`src/rtl/alu_if.sv`:
```
// alu_if: operand/function inputs and registered result/flag outputs of the ALU.
//   master: drives A, B, F; observes W, c, z (and v when ALU_OVERFLOW_EN is defined)
//   slave : the ALU side of the same signals
interface alu_if;
    logic [7:0] A;
    logic [7:0] B;
    logic [2:0] F;
    logic [7:0] W;
    logic       c;
    logic       z;
`ifdef ALU_OVERFLOW_EN
    logic       v;
    modport master (output A, B, F, input W, c, z, v);
    modport slave  (input A, B, F, output W, c, z, v);
`else
    modport master (output A, B, F, input W, c, z);
    modport slave  (input A, B, F, output W, c, z);
`endif
endinterface

```
`src/rtl/alu.sv`:
```
// alu: 8-bit registered ALU, 8 ops selected by F, result and flags valid 1 cycle after inputs.
//   clk    rising-edge clock
//   rst    synchronous active-high reset (W=00, c=0, z=1, v=0)
//   bus.A  operand A, bus.B operand B, bus.F function select
//   bus.W  registered result, bus.c carry/borrow/shift-out, bus.z zero flag
//   bus.v  signed overflow, present only when ALU_OVERFLOW_EN is defined
module alu (
    input logic clk,
    input logic rst,
    alu_if.slave bus
);
    logic [8:0] sum;
    logic [8:0] diff;
    logic [7:0] w_next;
    logic       c_next;
    assign sum  = {1'b0, bus.A} + {1'b0, bus.B};
    // diff[8] is the borrow, i.e. A < B unsigned; shared by SUB and SLT
    assign diff = {1'b0, bus.A} - {1'b0, bus.B};
    always_comb begin
        w_next = sum[7:0];
        c_next = sum[8];
        case (bus.F)
            3'b000: {c_next, w_next} = sum;
            3'b001: {c_next, w_next} = diff;
            3'b010: {c_next, w_next} = {1'b0, bus.A & bus.B};
            3'b011: {c_next, w_next} = {1'b0, bus.A | bus.B};
            3'b100: {c_next, w_next} = {1'b0, bus.A ^ bus.B};
            3'b101: {c_next, w_next} = {bus.A, 1'b0};
            3'b110: {w_next, c_next} = {1'b0, bus.A};
            3'b111: {c_next, w_next} = {1'b0, 7'b0, diff[8]};
        endcase
    end
`ifdef ALU_OVERFLOW_EN
    logic v_next;
    assign v_next = (bus.F == 3'b000) ? (bus.A[7] == bus.B[7]) && (w_next[7] != bus.A[7]) :
                    (bus.F == 3'b001) ? (bus.A[7] != bus.B[7]) && (w_next[7] != bus.A[7]) : 1'b0;
    always_ff @(posedge clk) bus.v <= rst ? 1'b0 : v_next;
`endif
    always_ff @(posedge clk) begin
        if (rst) begin
            bus.W <= 8'h00;
            bus.c <= 1'b0;
            bus.z <= 1'b1;
        end else begin
            bus.W <= w_next;
            bus.c <= c_next;
            bus.z <= (w_next == 8'h00);
        end
    end
endmodule

```
`src/flat_wrapper.sv`:
```
// flat-port wrapper written by rule: the top's interface ports become plain ports
module alu_flat 
  (clk, rst, bus_A, bus_B, bus_F, bus_W, bus_c, bus_z);
  alu_if bus_i ();
  input logic clk;
  input logic rst;
  input wire logic [$bits(bus_i.A)-1:0] bus_A;
  input wire logic [$bits(bus_i.B)-1:0] bus_B;
  input wire logic [$bits(bus_i.F)-1:0] bus_F;
  output wire logic [$bits(bus_i.W)-1:0] bus_W;
  output wire logic [$bits(bus_i.c)-1:0] bus_c;
  output wire logic [$bits(bus_i.z)-1:0] bus_z;
  assign bus_i.A = bus_A;
  assign bus_i.B = bus_B;
  assign bus_i.F = bus_F;
  assign bus_W = bus_i.W;
  assign bus_c = bus_i.c;
  assign bus_z = bus_i.z;
  alu u_core (.clk(clk), .rst(rst), .bus(bus_i));
endmodule
```
`config.mk`:
```
export PLATFORM = sky130hd
export DESIGN_NAME = alu_flat
export DESIGN_NICKNAME = d
export VERILOG_FILES = /design/src/rtl/alu_if.sv /design/src/rtl/alu.sv /design/src/flat_wrapper.sv
export SDC_FILE = /design/constraint.sdc
export NUM_CORES = 1
export LEC_CHECK = 0
export BUFFER_PORTS_ARGS = -buffer_cell sky130_fd_sc_hd__buf_2
export CORE_ASPECT_RATIO = 0.8
export CORE_MARGIN = 4
export CORE_UTILIZATION = 40
export CTS_CLUSTER_DIAMETER = 120
export DETAILED_ROUTE_END_ITERATION = 10
export SETUP_SLACK_MARGIN = 0.1
export SYNTH_ARGS = -nofsm -noshare
export SYNTH_HDL_FRONTEND = slang
export SYNTH_SLANG_ARGS = --single-unit
```
`constraint.sdc`:
```
create_clock -name clk -period 4.74 [get_ports clk]
set_input_delay 0.474 -clock clk [delete_from_list [all_inputs] [get_ports clk]]
set_output_delay 0.474 -clock clk [all_outputs]
set_load 0.02 [all_outputs]
```
### Word level (Yosys, flattened, before mapping)

Index checks and enable logic that the tools add are counted.

| word-level totals | value |
|---|---|
| memories kept | 0 |
| input bits | 21 |
| memory bits (writable) | 0 |
| output and inout port bits | 10 |
| bits in latches | 0 |
| flip-flop bits (word level) | 10 |
| ROM bits | 0 |
| word-level logic and storage cells | 20 |

| cells by class | value |
|---|---|
| multiply operators | 0 |
| divide/modulo/power cells | 0 |
| bitwise operators | 3 |
| reduce and logical (&&, ||, !) cells | 3 |
| mux-type cells | 2 |
| shift-type cells | 0 |
| add/subtract/negate cells | 2 |
| equality and inequality tests | 7 |
| magnitude comparators | 0 |

Operators by type and width:

| operator | number |
|---|---|
| $pmux W8 S8 | 1 |
| $eq A3 B3 Y1 const B | 4 |
| $add A8 B8 Y9 | 1 |
| $sub A8 B8 Y9 | 1 |
| $and A8 B8 Y8 | 1 |
| $logic_not A8 Y1 | 1 |
| $or A8 B8 Y8 | 1 |
| $xor A8 B8 Y8 | 1 |
| $eq A3 B2 Y1 const B | 2 |
| $pmux W1 S5 | 1 |
| $reduce_or A4 Y1 | 1 |
| $eq A3 B1 Y1 const B | 1 |
| $logic_not A3 Y1 | 1 |

### Depth between registers and ports, before layout

Gate-level depths: netlist of run 1.

| logic depth | value |
|---|---|
| depth in word-level cells | 3 |
| gate-level depth with buffers | 9 |
| depth with buffers taken out | 9 |

### Worst setup path before layout of run 1

Ideal clock, no wire load.

| timing path | value |
|---|---|
| path type | input-to-reg |
| start | input port bus_A[0] |
| end | register u_core.bus.z |
| arrival time | 2.204 ns |
| cell stages on the path | 9 |
| library setup time | 0.116 ns |
| required time | 4.624 ns |
| path buffers | 0 |
| setup slack | 2.420 ns |
| cells stage by stage | inv_1 > ha_1 > fa_1 > xor2_1 > nor2_1 > a2111oi_0 > nor4b_1 > and4_1 > a41o_1 |

| between the ends | value |
|---|---|
| word-level cells in the longest chain between the ends | 3 |
| elaborated cells on any way between the ends | 7 |
| those cells by class | 2 x add/sub; 1 x mux; 3 x bitwise; 1 x reduce/logical |

Ends and longest elaborated chain:

| item | line | RTL |
|---|---|---|
| start: declaration | flat_wrapper.sv:7 | `input wire logic [$bits(bus_i.A)-1:0] bus_A;` |
| $sub A8 B8 Y9, or another cell as far along | alu.sv:18 | `assign diff = {1'b0, bus.A} - {1'b0, bus.B};` |
| $pmux W8 S8 * | alu.sv:22 | `case (bus.F)` |
| $logic_not A8 Y1 * | alu.sv:47 | `bus.z <= (w_next == 8'h00);` |
| end signal: assignment | alu.sv:47 |  |
| end: declaration | alu_if.sv:17 | `modport slave (input A, B, F, output W, c, z);` |

Mark *: on every way between the ends. The rest lies on a longest branch, timed or not.
A chain may end at the register's enable or synchronous reset.

### Worst setup path after layout of run 1

| timing path | value |
|---|---|
| start | input port bus_A[2] |
| end | register u_core.bus.z |

The elaborated chain is that of the path after synthesis.

==> results of run 1 <==
==> area by class of cell <==
class,count,area (µm²),area share [%]
clock buffer,4,55.1,2.98
inverter,25,93.8,5.08
multi-input combinational,171,1280,69.2
sequential,10,200,10.8
tap,55,68.8,3.73
timing repair buffer,30,150,8.14
==> stage by stage <==
| step | area, µm² | instances | setup WS (ps) | utilization (%) |
|---|---|---|---|---|
| 5_1_grt | 1850 | 295 | 2090 | 47.9 |
| 6_report | 1850 | 295 | 2190 | 47.9 |
| 2_1_floorplan | 1630 | 216 | 2420 | - |
| 4_1_cts | 1850 | 295 | 2200 | 47.9 |
| 3_5_place_dp | 1790 | 291 | 1950 | 46.5 |
| 3_3_place_gp | 1790 | 291 | 1960 | 46.5 |
==> critical path: stages <==
cell and delay, ps:
sky130_fd_sc_hd__buf_2 140, sky130_fd_sc_hd__inv_1 50, sky130_fd_sc_hd__ha_1 440, sky130_fd_sc_hd__nor3_1 120, sky130_fd_sc_hd__o31ai_1 430, sky130_fd_sc_hd__a311o_2 260
sky130_fd_sc_hd__or4b_1 450, sky130_fd_sc_hd__a22oi_2 180, sky130_fd_sc_hd__a41o_1 180
==> Yosys cell counts (2+ instances only) <==
cell | count | area [µm²]
sky130_fd_sc_hd__o21ai_0 | 11 | 55.1
sky130_fd_sc_hd__a21oi_1 | 8 | 40.0
sky130_fd_sc_hd__nand2_1 | 6 | 22.5
sky130_fd_sc_hd__nor3b_1 | 3 | 22.5
sky130_fd_sc_hd__and3b_1 | 2 | 17.5
sky130_fd_sc_hd__o21a_1 | 2 | 15.0
sky130_fd_sc_hd__ha_1 | 24 | 300
sky130_fd_sc_hd__a221oi_1 | 3 | 26.3
sky130_fd_sc_hd__xnor2_1 | 2 | 17.5
sky130_fd_sc_hd__o31ai_1 | 2 | 15.0
sky130_fd_sc_hd__buf_1 | 3 | 11.3
sky130_fd_sc_hd__buf_6 | 2 | 22.5
sky130_fd_sc_hd__nor2b_1 | 8 | 50.1
sky130_fd_sc_hd__or3_1 | 2 | 12.5
sky130_fd_sc_hd__buf_2 | 2 | 10.0
sky130_fd_sc_hd__nor4_1 | 2 | 12.5
sky130_fd_sc_hd__nor3_1 | 9 | 45.0
sky130_fd_sc_hd__mux2i_1 | 2 | 20.0
sky130_fd_sc_hd__clkbuf_1 | 2 | 7.51
sky130_fd_sc_hd__nand3_1 | 5 | 25.0
sky130_fd_sc_hd__inv_1 | 24 | 90.1
sky130_fd_sc_hd__nand2b_1 | 6 | 37.5
sky130_fd_sc_hd__dfxtp_1 | 10 | 200
sky130_fd_sc_hd__o211ai_1 | 4 | 30.0
sky130_fd_sc_hd__a211oi_1 | 2 | 15.0
sky130_fd_sc_hd__a311oi_1 | 2 | 17.5
sky130_fd_sc_hd__a31oi_1 | 3 | 18.8
sky130_fd_sc_hd__a21o_1 | 2 | 15.0
sky130_fd_sc_hd__fa_1 | 2 | 40.0
sky130_fd_sc_hd__nor2_1 | 23 | 86.3
sky130_fd_sc_hd__a22oi_1 | 2 | 15.0
sky130_fd_sc_hd__a21boi_0 | 2 | 15.0
==> power by group through the flow <==
stage | Combinational, mW | Sequential (mW) | Clock (mW)
after floorplan | 0.117 | 0.106 | 0
after CTS | 0.175 | 0.0939 | 0.108
after detailed placement | 0.174 | 0.0955 | 0
after global routing | 0.195 | 0.0947 | 0.115
final | 0.176 | 0.0938 | 0.105
after global placement | 0.174 | 0.0954 | 0
==> worst max-delay path by stage <==
stage / end / cells past startpoint
after CTS: u_core.bus.z$_SDFF_PP1_ / 9
after floorplan: u_core.bus.z$_SDFF_PP1_ / 9
after detailed placement: u_core.bus.z$_SDFF_PP1_ / 9
after global routing: u_core.bus.z$_SDFF_PP1_ / 9
final: u_core.bus.z$_SDFF_PP1_ / 9
after global placement: u_core.bus.z$_SDFF_PP1_ / 10
==> registers in the layout, indices dropped and copies added, names as in the netlist <==
signal	count
u_core.bus.c	1
u_core.bus.W	8
u_core.bus.z	1
==> logic make-up (layout without fill, tap and decap cells) <==
kind of cell	after synthesis	after routing	synth area share (%)
AND/OR/NAND/NOR	76	76	25.5
AO/OA/AOI/OAI	62	62	27.8
buffers and inverters	35	59	9.36
adder cells (fa/ha/maj)	26	26	20.9
flip-flops	10	10	12.3
multiplexers	4	4	2.61
XOR/XNOR	3	3	1.61
==> routing by layer <==
| layer | vias to the layer above | global-route usage (%) |
|---|---|---|
| met1 | 755 | 26.9 |
| met4 | 0 | 3.22 |
| met5 | - | 0 |
| met2 | 39 | 26.7 |
| met3 | 2 | 2.47 |
| li1 | 838 | - |
==> metrics.txt, run 1 <==
# TYPE chip_impl_metric gauge
chip_impl_metric{name="synth_enable_flop_cells",unit=""} 0
chip_impl_metric{name="max-clock-path-buffers",unit=""} 2
chip_impl_info{name="crit_path_start",value="bus_A[2]"} 1
chip_impl_metric{name="power_switching_share",unit="%"} 37.5
chip_impl_metric{name="syn-mean-instance-area",unit="µm²"} 7.55
chip_impl_metric{name="yosysSeqAreaShare",unit="%"} 12.3
chip_impl_metric{name="maxSlewViolCount",unit=""} 0
chip_impl_metric{name="highest_clock_rate",unit="MHz"} 392
chip_impl_metric{name="total_standard_cell_area_after_synthesis",unit="mm²"} 0.00163
chip_impl_info{name="crit_path_end_kind",value="flip-flop"} 1
chip_impl_metric{name="finalSetupViolations",unit=""} 0
chip_impl_info{name="mostFrequentLayoutCell",value="sky130_fd_sc_hd__buf_2"} 1
chip_impl_metric{name="clk_pin_slew",unit="ps"} 50
chip_impl_info{name="hold_path_end",value="u_core.bus.W[0]$_SDFF_PP0_"} 1
chip_impl_metric{name="cts_made_buffers",unit=""} 3
chip_impl_metric{name="drt.antenna.violating_nets",unit=""} 0
chip_impl_metric{name="overflow",unit=""} 0
chip_impl_info{name="min-delay-start",value="rst"} 1
chip_impl_metric{name="timing.critical_path.fanout_max",unit=""} 10
chip_impl_metric{name="dr.first_iter.drc_count",unit=""} 108
chip_impl_metric{name="period_needed",unit="ps"} 2550
chip_impl_metric{name="share_seq_of_total_power",unit="%"} 25.0
chip_impl_metric{name="ys.warnings.count",unit=""} 0
chip_impl_metric{name="num-nets-final",unit=""} 288
chip_impl_metric{name="netlist-cell-type-count",unit=""} 66
chip_impl_metric{name="h-tree-depth",unit=""} 1
chip_impl_metric{name="hold_buffers",unit=""} 0
chip_impl_metric{name="drv.max_cap_violation_count",unit=""} 0
chip_impl_metric{name="clock_power_share",unit="%"} 28.0
chip_impl_metric{name="cellInternalPower",unit="mW"} 0.234
chip_impl_metric{name="grt_pass1_wl",unit="µm"} 7290
chip_impl_metric{name="floorplan.die.height",unit="µm"} 65.1
chip_impl_metric{name="detail_route_met3_wl",unit="µm"} 195
chip_impl_metric{name="fp.dieArea",unit="mm²"} 0.00517
chip_impl_metric{name="drt-vias-per-instance",unit=""} 5.54
chip_impl_metric{name="cts_setup_buffers",unit=""} 0
chip_impl_metric{name="vias",unit=""} 1634
chip_impl_metric{name="dp.final_hpwl",unit="µm"} 3500
chip_impl_metric{name="floorplan.die.width",unit="µm"} 79.4
chip_impl_metric{name="io_buffers",unit=""} 30
chip_impl_metric{name="diodes",unit=""} 0
chip_impl_metric{name="drive_above_1_share",unit="%"} 16.7
chip_impl_metric{name="layout-area-overhead-vs-synth",unit="%"} 13.2
chip_impl_metric{name="critical_path_required",unit="ps"} 4920
chip_impl_metric{name="timing.slew.headroom",unit="%"} 60.9
chip_impl_metric{name="place.gp.congestion",unit=""} 0.871
chip_impl_metric{name="first_global_vias",unit=""} 1486
chip_impl_metric{name="grt_max_degree",unit=""} 28
chip_impl_info{name="crit_type",value="in -> reg"} 1
chip_impl_metric{name="row_count",unit=""} 20
chip_impl_metric{name="post_cts_repair_resize_count",unit=""} 0
chip_impl_metric{name="ys_ff_latch",unit=""} 10
chip_impl_metric{name="timing.final.hold_violations",unit=""} 0
chip_impl_metric{name="timing.hold.ws",unit="ps"} 536
chip_impl_info{name="worst_setup_path_start_kind",value="primary input"} 1
chip_impl_metric{name="cts_sinks",unit=""} 10
chip_impl_metric{name="endpoint_arrival_time_on_the_critical_path",unit="ps"} 2730
chip_impl_info{name="dominantRegCellSynth",value="sky130_fd_sc_hd__dfxtp_1"} 1
chip_impl_metric{name="m1WireLength",unit="µm"} 2290
chip_impl_metric{name="asyncSetResetFlopFracSynth",unit="%"} 0
chip_impl_info{name="status",value="finished, final reports clean"} 1
chip_impl_metric{name="synth_nets",unit=""} 263
chip_impl_metric{name="tns",unit="ps"} 0
chip_impl_metric{name="detail_route.first_pass.iterations",unit=""} 5
chip_impl_metric{name="pwr-share-comb",unit="%"} 47.0
chip_impl_metric{name="min_period_over_period",unit="%"} 53.8
chip_impl_info{name="top_signal_layer_used",value="met4"} 1
chip_impl_metric{name="starting_density_of_the_core",unit="%"} 42.3
chip_impl_metric{name="top_level_ports",unit=""} 31
chip_impl_metric{name="core_region_area",unit="mm²"} 0.00385
chip_impl_info{name="grt_setup_unrepaired",value="no"} 1
chip_impl_info{name="clock_tree_from_tritoncts",value="built"} 1
chip_impl_metric{name="total_power",unit="mW"} 0.374
chip_impl_metric{name="ir_worst_vdd",unit="mV"} 0.0931
chip_impl_metric{name="number_of_instances_in_the_synthesized_netlist",unit=""} 216
chip_impl_metric{name="drt-wirelength-per-cell",unit="µm"} 14.9
chip_impl_metric{name="fill_cells",unit=""} 432
chip_impl_info{name="layout.cells.most_common_list",value="sky130_fd_sc_hd__buf_2, sky130_fd_sc_hd__inv_1, sky130_fd_sc_hd__ha_1, sky130_fd_sc_hd__nor2_1, sky130_fd_sc_hd__o21ai_0"} 1
chip_impl_metric{name="antenna_found_initial",unit=""} 0
chip_impl_metric{name="routed_wirelength",unit="µm"} 4410
chip_impl_metric{name="power_leakage",unit="nW"} 0.871
chip_impl_metric{name="groute.usage.overall",unit="%"} 17.7
chip_impl_metric{name="drc",unit=""} 0
chip_impl_metric{name="net-switching-power",unit="mW"} 0.140
chip_impl_metric{name="worst_hold_path_depth",unit=""} 2
chip_impl_metric{name="power_density_over_the_cells",unit="mW/mm²"} 203
chip_impl_info{name="worst_hold_path_class",value="in -> reg"} 1
chip_impl_metric{name="transition_time_at_the_pin_with_the_least_slew_margin",unit="ps"} 572
chip_impl_metric{name="wl_met2",unit="µm"} 1900
chip_impl_info{name="clock_root_buffer",value="sky130_fd_sc_hd__clkbuf_8"} 1
Power figures use the tool's default switching activity.
==> run 2, diff against run 1 <==
- clock period: 4.74 -> 2.4 ns (I/O delays scaled with it)
==> run 2 against run 1 <==
Critical path type unchanged. Die area unchanged. Combinational power rose by 120%. Count of clock-buffer cells in the layout fell by 1. Utilization rose by 4.0 points. Power rose by 95%. Largest cell class unchanged.
==> metrics.txt, run 2 (synthesis gave the netlist of run 1 again) <==
# TYPE chip_impl_metric gauge
chip_impl_info{name="registers.top_by_ff_count",value="u_core.bus.W"} 1
chip_impl_metric{name="first_global_vias",unit=""} 1641
chip_impl_info{name="largest_registers",value="u_core.bus.W (8), u_core.bus.c (1), u_core.bus.z (1)"} 1
chip_impl_metric{name="dr.first_iter.drc_count",unit=""} 102
chip_impl_metric{name="core_region_area",unit="mm²"} 0.00385
chip_impl_metric{name="maxSlewViolCount",unit=""} 0
chip_impl_metric{name="critical_path_required",unit="ps"} 2570
chip_impl_metric{name="fill_cells",unit=""} 413
chip_impl_metric{name="share_seq_of_total_power",unit="%"} 25.4
chip_impl_metric{name="dp_slack",unit="ps"} -32.9
chip_impl_metric{name="timing.critical_path.fanout_max",unit=""} 7
chip_impl_metric{name="drive_above_1_share",unit="%"} 23.8
chip_impl_metric{name="cellInternalPower",unit="mW"} 0.454
chip_impl_metric{name="tns",unit="ps"} 0
chip_impl_metric{name="total_power",unit="mW"} 0.729
chip_impl_metric{name="highest_clock_rate",unit="MHz"} 464
chip_impl_metric{name="ir_worst_vdd",unit="mV"} 0.195
chip_impl_metric{name="diodes",unit=""} 0
chip_impl_metric{name="detail_route.first_pass.iterations",unit=""} 4
chip_impl_metric{name="clk_pin_slew",unit="ps"} 40
chip_impl_info{name="layout.cells.most_common_list",value="sky130_fd_sc_hd__buf_2, sky130_fd_sc_hd__inv_1, sky130_fd_sc_hd__ha_1, sky130_fd_sc_hd__nor2_1, sky130_fd_sc_hd__buf_4"} 1
chip_impl_metric{name="antenna_found_initial",unit=""} 0
chip_impl_metric{name="power_switching_share",unit="%"} 37.8
chip_impl_info{name="crit_path_end_kind",value="flip-flop"} 1
chip_impl_metric{name="finalSetupViolations",unit=""} 0
chip_impl_metric{name="layout-area-overhead-vs-synth",unit="%"} 22.7
chip_impl_info{name="worst_setup_path_start_kind",value="primary input"} 1
chip_impl_metric{name="routed_wirelength",unit="µm"} 4550
chip_impl_metric{name="layout.area.seq",unit="µm²"} 200
chip_impl_metric{name="cts_sinks",unit=""} 10
chip_impl_metric{name="grt_max_degree",unit=""} 28
chip_impl_metric{name="drt.antenna.violating_nets",unit=""} 0
chip_impl_metric{name="starting_density_of_the_core",unit="%"} 42.3
chip_impl_info{name="crit_type",value="in -> reg"} 1
chip_impl_metric{name="timing.slew.headroom",unit="%"} 65.4
chip_impl_metric{name="num-nets-final",unit=""} 309
chip_impl_metric{name="vias",unit=""} 1718
chip_impl_metric{name="max-clock-path-buffers",unit=""} 2
chip_impl_metric{name="timing.final.hold_violations",unit=""} 0
chip_impl_metric{name="largest_register_ffs",unit=""} 8
chip_impl_info{name="mostFrequentLayoutCell",value="sky130_fd_sc_hd__buf_2"} 1
chip_impl_metric{name="min_period_over_period",unit="%"} 89.8
chip_impl_metric{name="net-switching-power",unit="mW"} 0.275
chip_impl_metric{name="clock_power_share",unit="%"} 22.1
chip_impl_metric{name="power_leakage",unit="nW"} 0.966
chip_impl_metric{name="top_level_ports",unit=""} 31
chip_impl_metric{name="h-tree-depth",unit=""} 1
chip_impl_metric{name="cts_made_buffers",unit=""} 3
chip_impl_metric{name="endpoint_arrival_time_on_the_critical_path",unit="ps"} 2330
chip_impl_metric{name="final_cell_count_no_fill",unit=""} 315
chip_impl_metric{name="hold_buffers",unit=""} 0
chip_impl_info{name="worst_hold_path_class",value="in -> reg"} 1
chip_impl_metric{name="grt_pass1_wl",unit="µm"} 7780
chip_impl_info{name="status",value="finished, final reports clean"} 1
chip_impl_info{name="clock_tree_from_tritoncts",value="built"} 1
chip_impl_metric{name="drc",unit=""} 0
chip_impl_metric{name="multi_input_comb_area",unit="mm²"} 0.00129
chip_impl_metric{name="pwr-share-comb",unit="%"} 52.5
chip_impl_metric{name="drt-wirelength-per-cell",unit="µm"} 14.5
chip_impl_metric{name="period_needed",unit="ps"} 2150
chip_impl_metric{name="transition_time_at_the_pin_with_the_least_slew_margin",unit="ps"} 518
chip_impl_metric{name="drv.max_cap_violation_count",unit=""} 0
chip_impl_metric{name="drt-vias-per-instance",unit=""} 5.45
chip_impl_metric{name="postLayoutSetupSlackWorst",unit="ps"} 246
chip_impl_info{name="grt_setup_unrepaired",value="no"} 1
chip_impl_metric{name="place.gp.congestion",unit=""} 0.967
chip_impl_metric{name="fp.dieArea",unit="mm²"} 0.00517
chip_impl_metric{name="io_buffers",unit=""} 30
chip_impl_metric{name="dp.final_hpwl",unit="µm"} 3700
chip_impl_metric{name="fin_util",unit="%"} 51.9
chip_impl_metric{name="power_density_over_the_cells",unit="mW/mm²"} 364
chip_impl_metric{name="floorplan.die.width",unit="µm"} 79.4
chip_impl_metric{name="overflow",unit=""} 0
chip_impl_info{name="clock_root_buffer",value="sky130_fd_sc_hd__clkbuf_8"} 1
chip_impl_metric{name="groute.usage.overall",unit="%"} 18.5
chip_impl_metric{name="floorplan.die.height",unit="µm"} 65.1
chip_impl_metric{name="row_count",unit=""} 20
chip_impl_metric{name="post-place-cells",unit=""} 312
## run 2: power by group through the flow
stage               clock network, mW  registers (mW)  logic, mW
floorplan                           0           0.210      0.230
global route                    0.179           0.187      0.425
global placement                    0           0.188      0.378
CTS                             0.166           0.186      0.378
finish                          0.161           0.185      0.383
detailed placement                  0           0.189      0.376
## run 2: through the flow
step,hold slack [ps],area (µm²)
after CTS,311,1990
final,314,2000
after global routing,334,2000
after floorplan,533,1630
after global placement,546,1950
after detailed placement,545,1950
## run 2: critical path, cell delays in order
cell	delay (ps)
sky130_fd_sc_hd__buf_2	90
sky130_fd_sc_hd__inv_1	50
sky130_fd_sc_hd__ha_1	350
sky130_fd_sc_hd__buf_4	170
sky130_fd_sc_hd__o211ai_1	110
sky130_fd_sc_hd__o211ai_1	250
sky130_fd_sc_hd__o21ai_0	180
sky130_fd_sc_hd__or4b_1	520
sky130_fd_sc_hd__a22oi_2	200
sky130_fd_sc_hd__a41o_1	180
## run 2: worst paths after layout
| kind | start | depth (start not counted) | to | slack, ps |
|---|---|---|---|---|
| hold / removal | rst | 2 | u_core.bus.W[5]$_SDFF_PP0_ | 310 |
| setup / recovery | bus_B[2] | 10 | u_core.bus.z$_SDFF_PP1_ | 250 |
## run 2: repair_timing
action	4_1_cts	5_1_grt
gates resized for setup	0	2
setup endpoints to repair	0	1
setup buffers	0	0
## run 2: cell type report
class | count | share of cell area (%)
multi-input combinational | 171 | 64.4
timing repair buffer | 51 | 15.4
sequential | 10 | 10.0
inverter | 25 | 4.69
tap | 55 | 3.44
clock buffer | 3 | 2.06
## run 2: per-layer routing
metal	up-vias	routed length, µm	GRT usage (%)
met5	-	0	0
li1	877	-	-
met4	0	23	3.43
met1	785	2310	27.3
met2	54	1970	28.7
met3	2	249	2.88
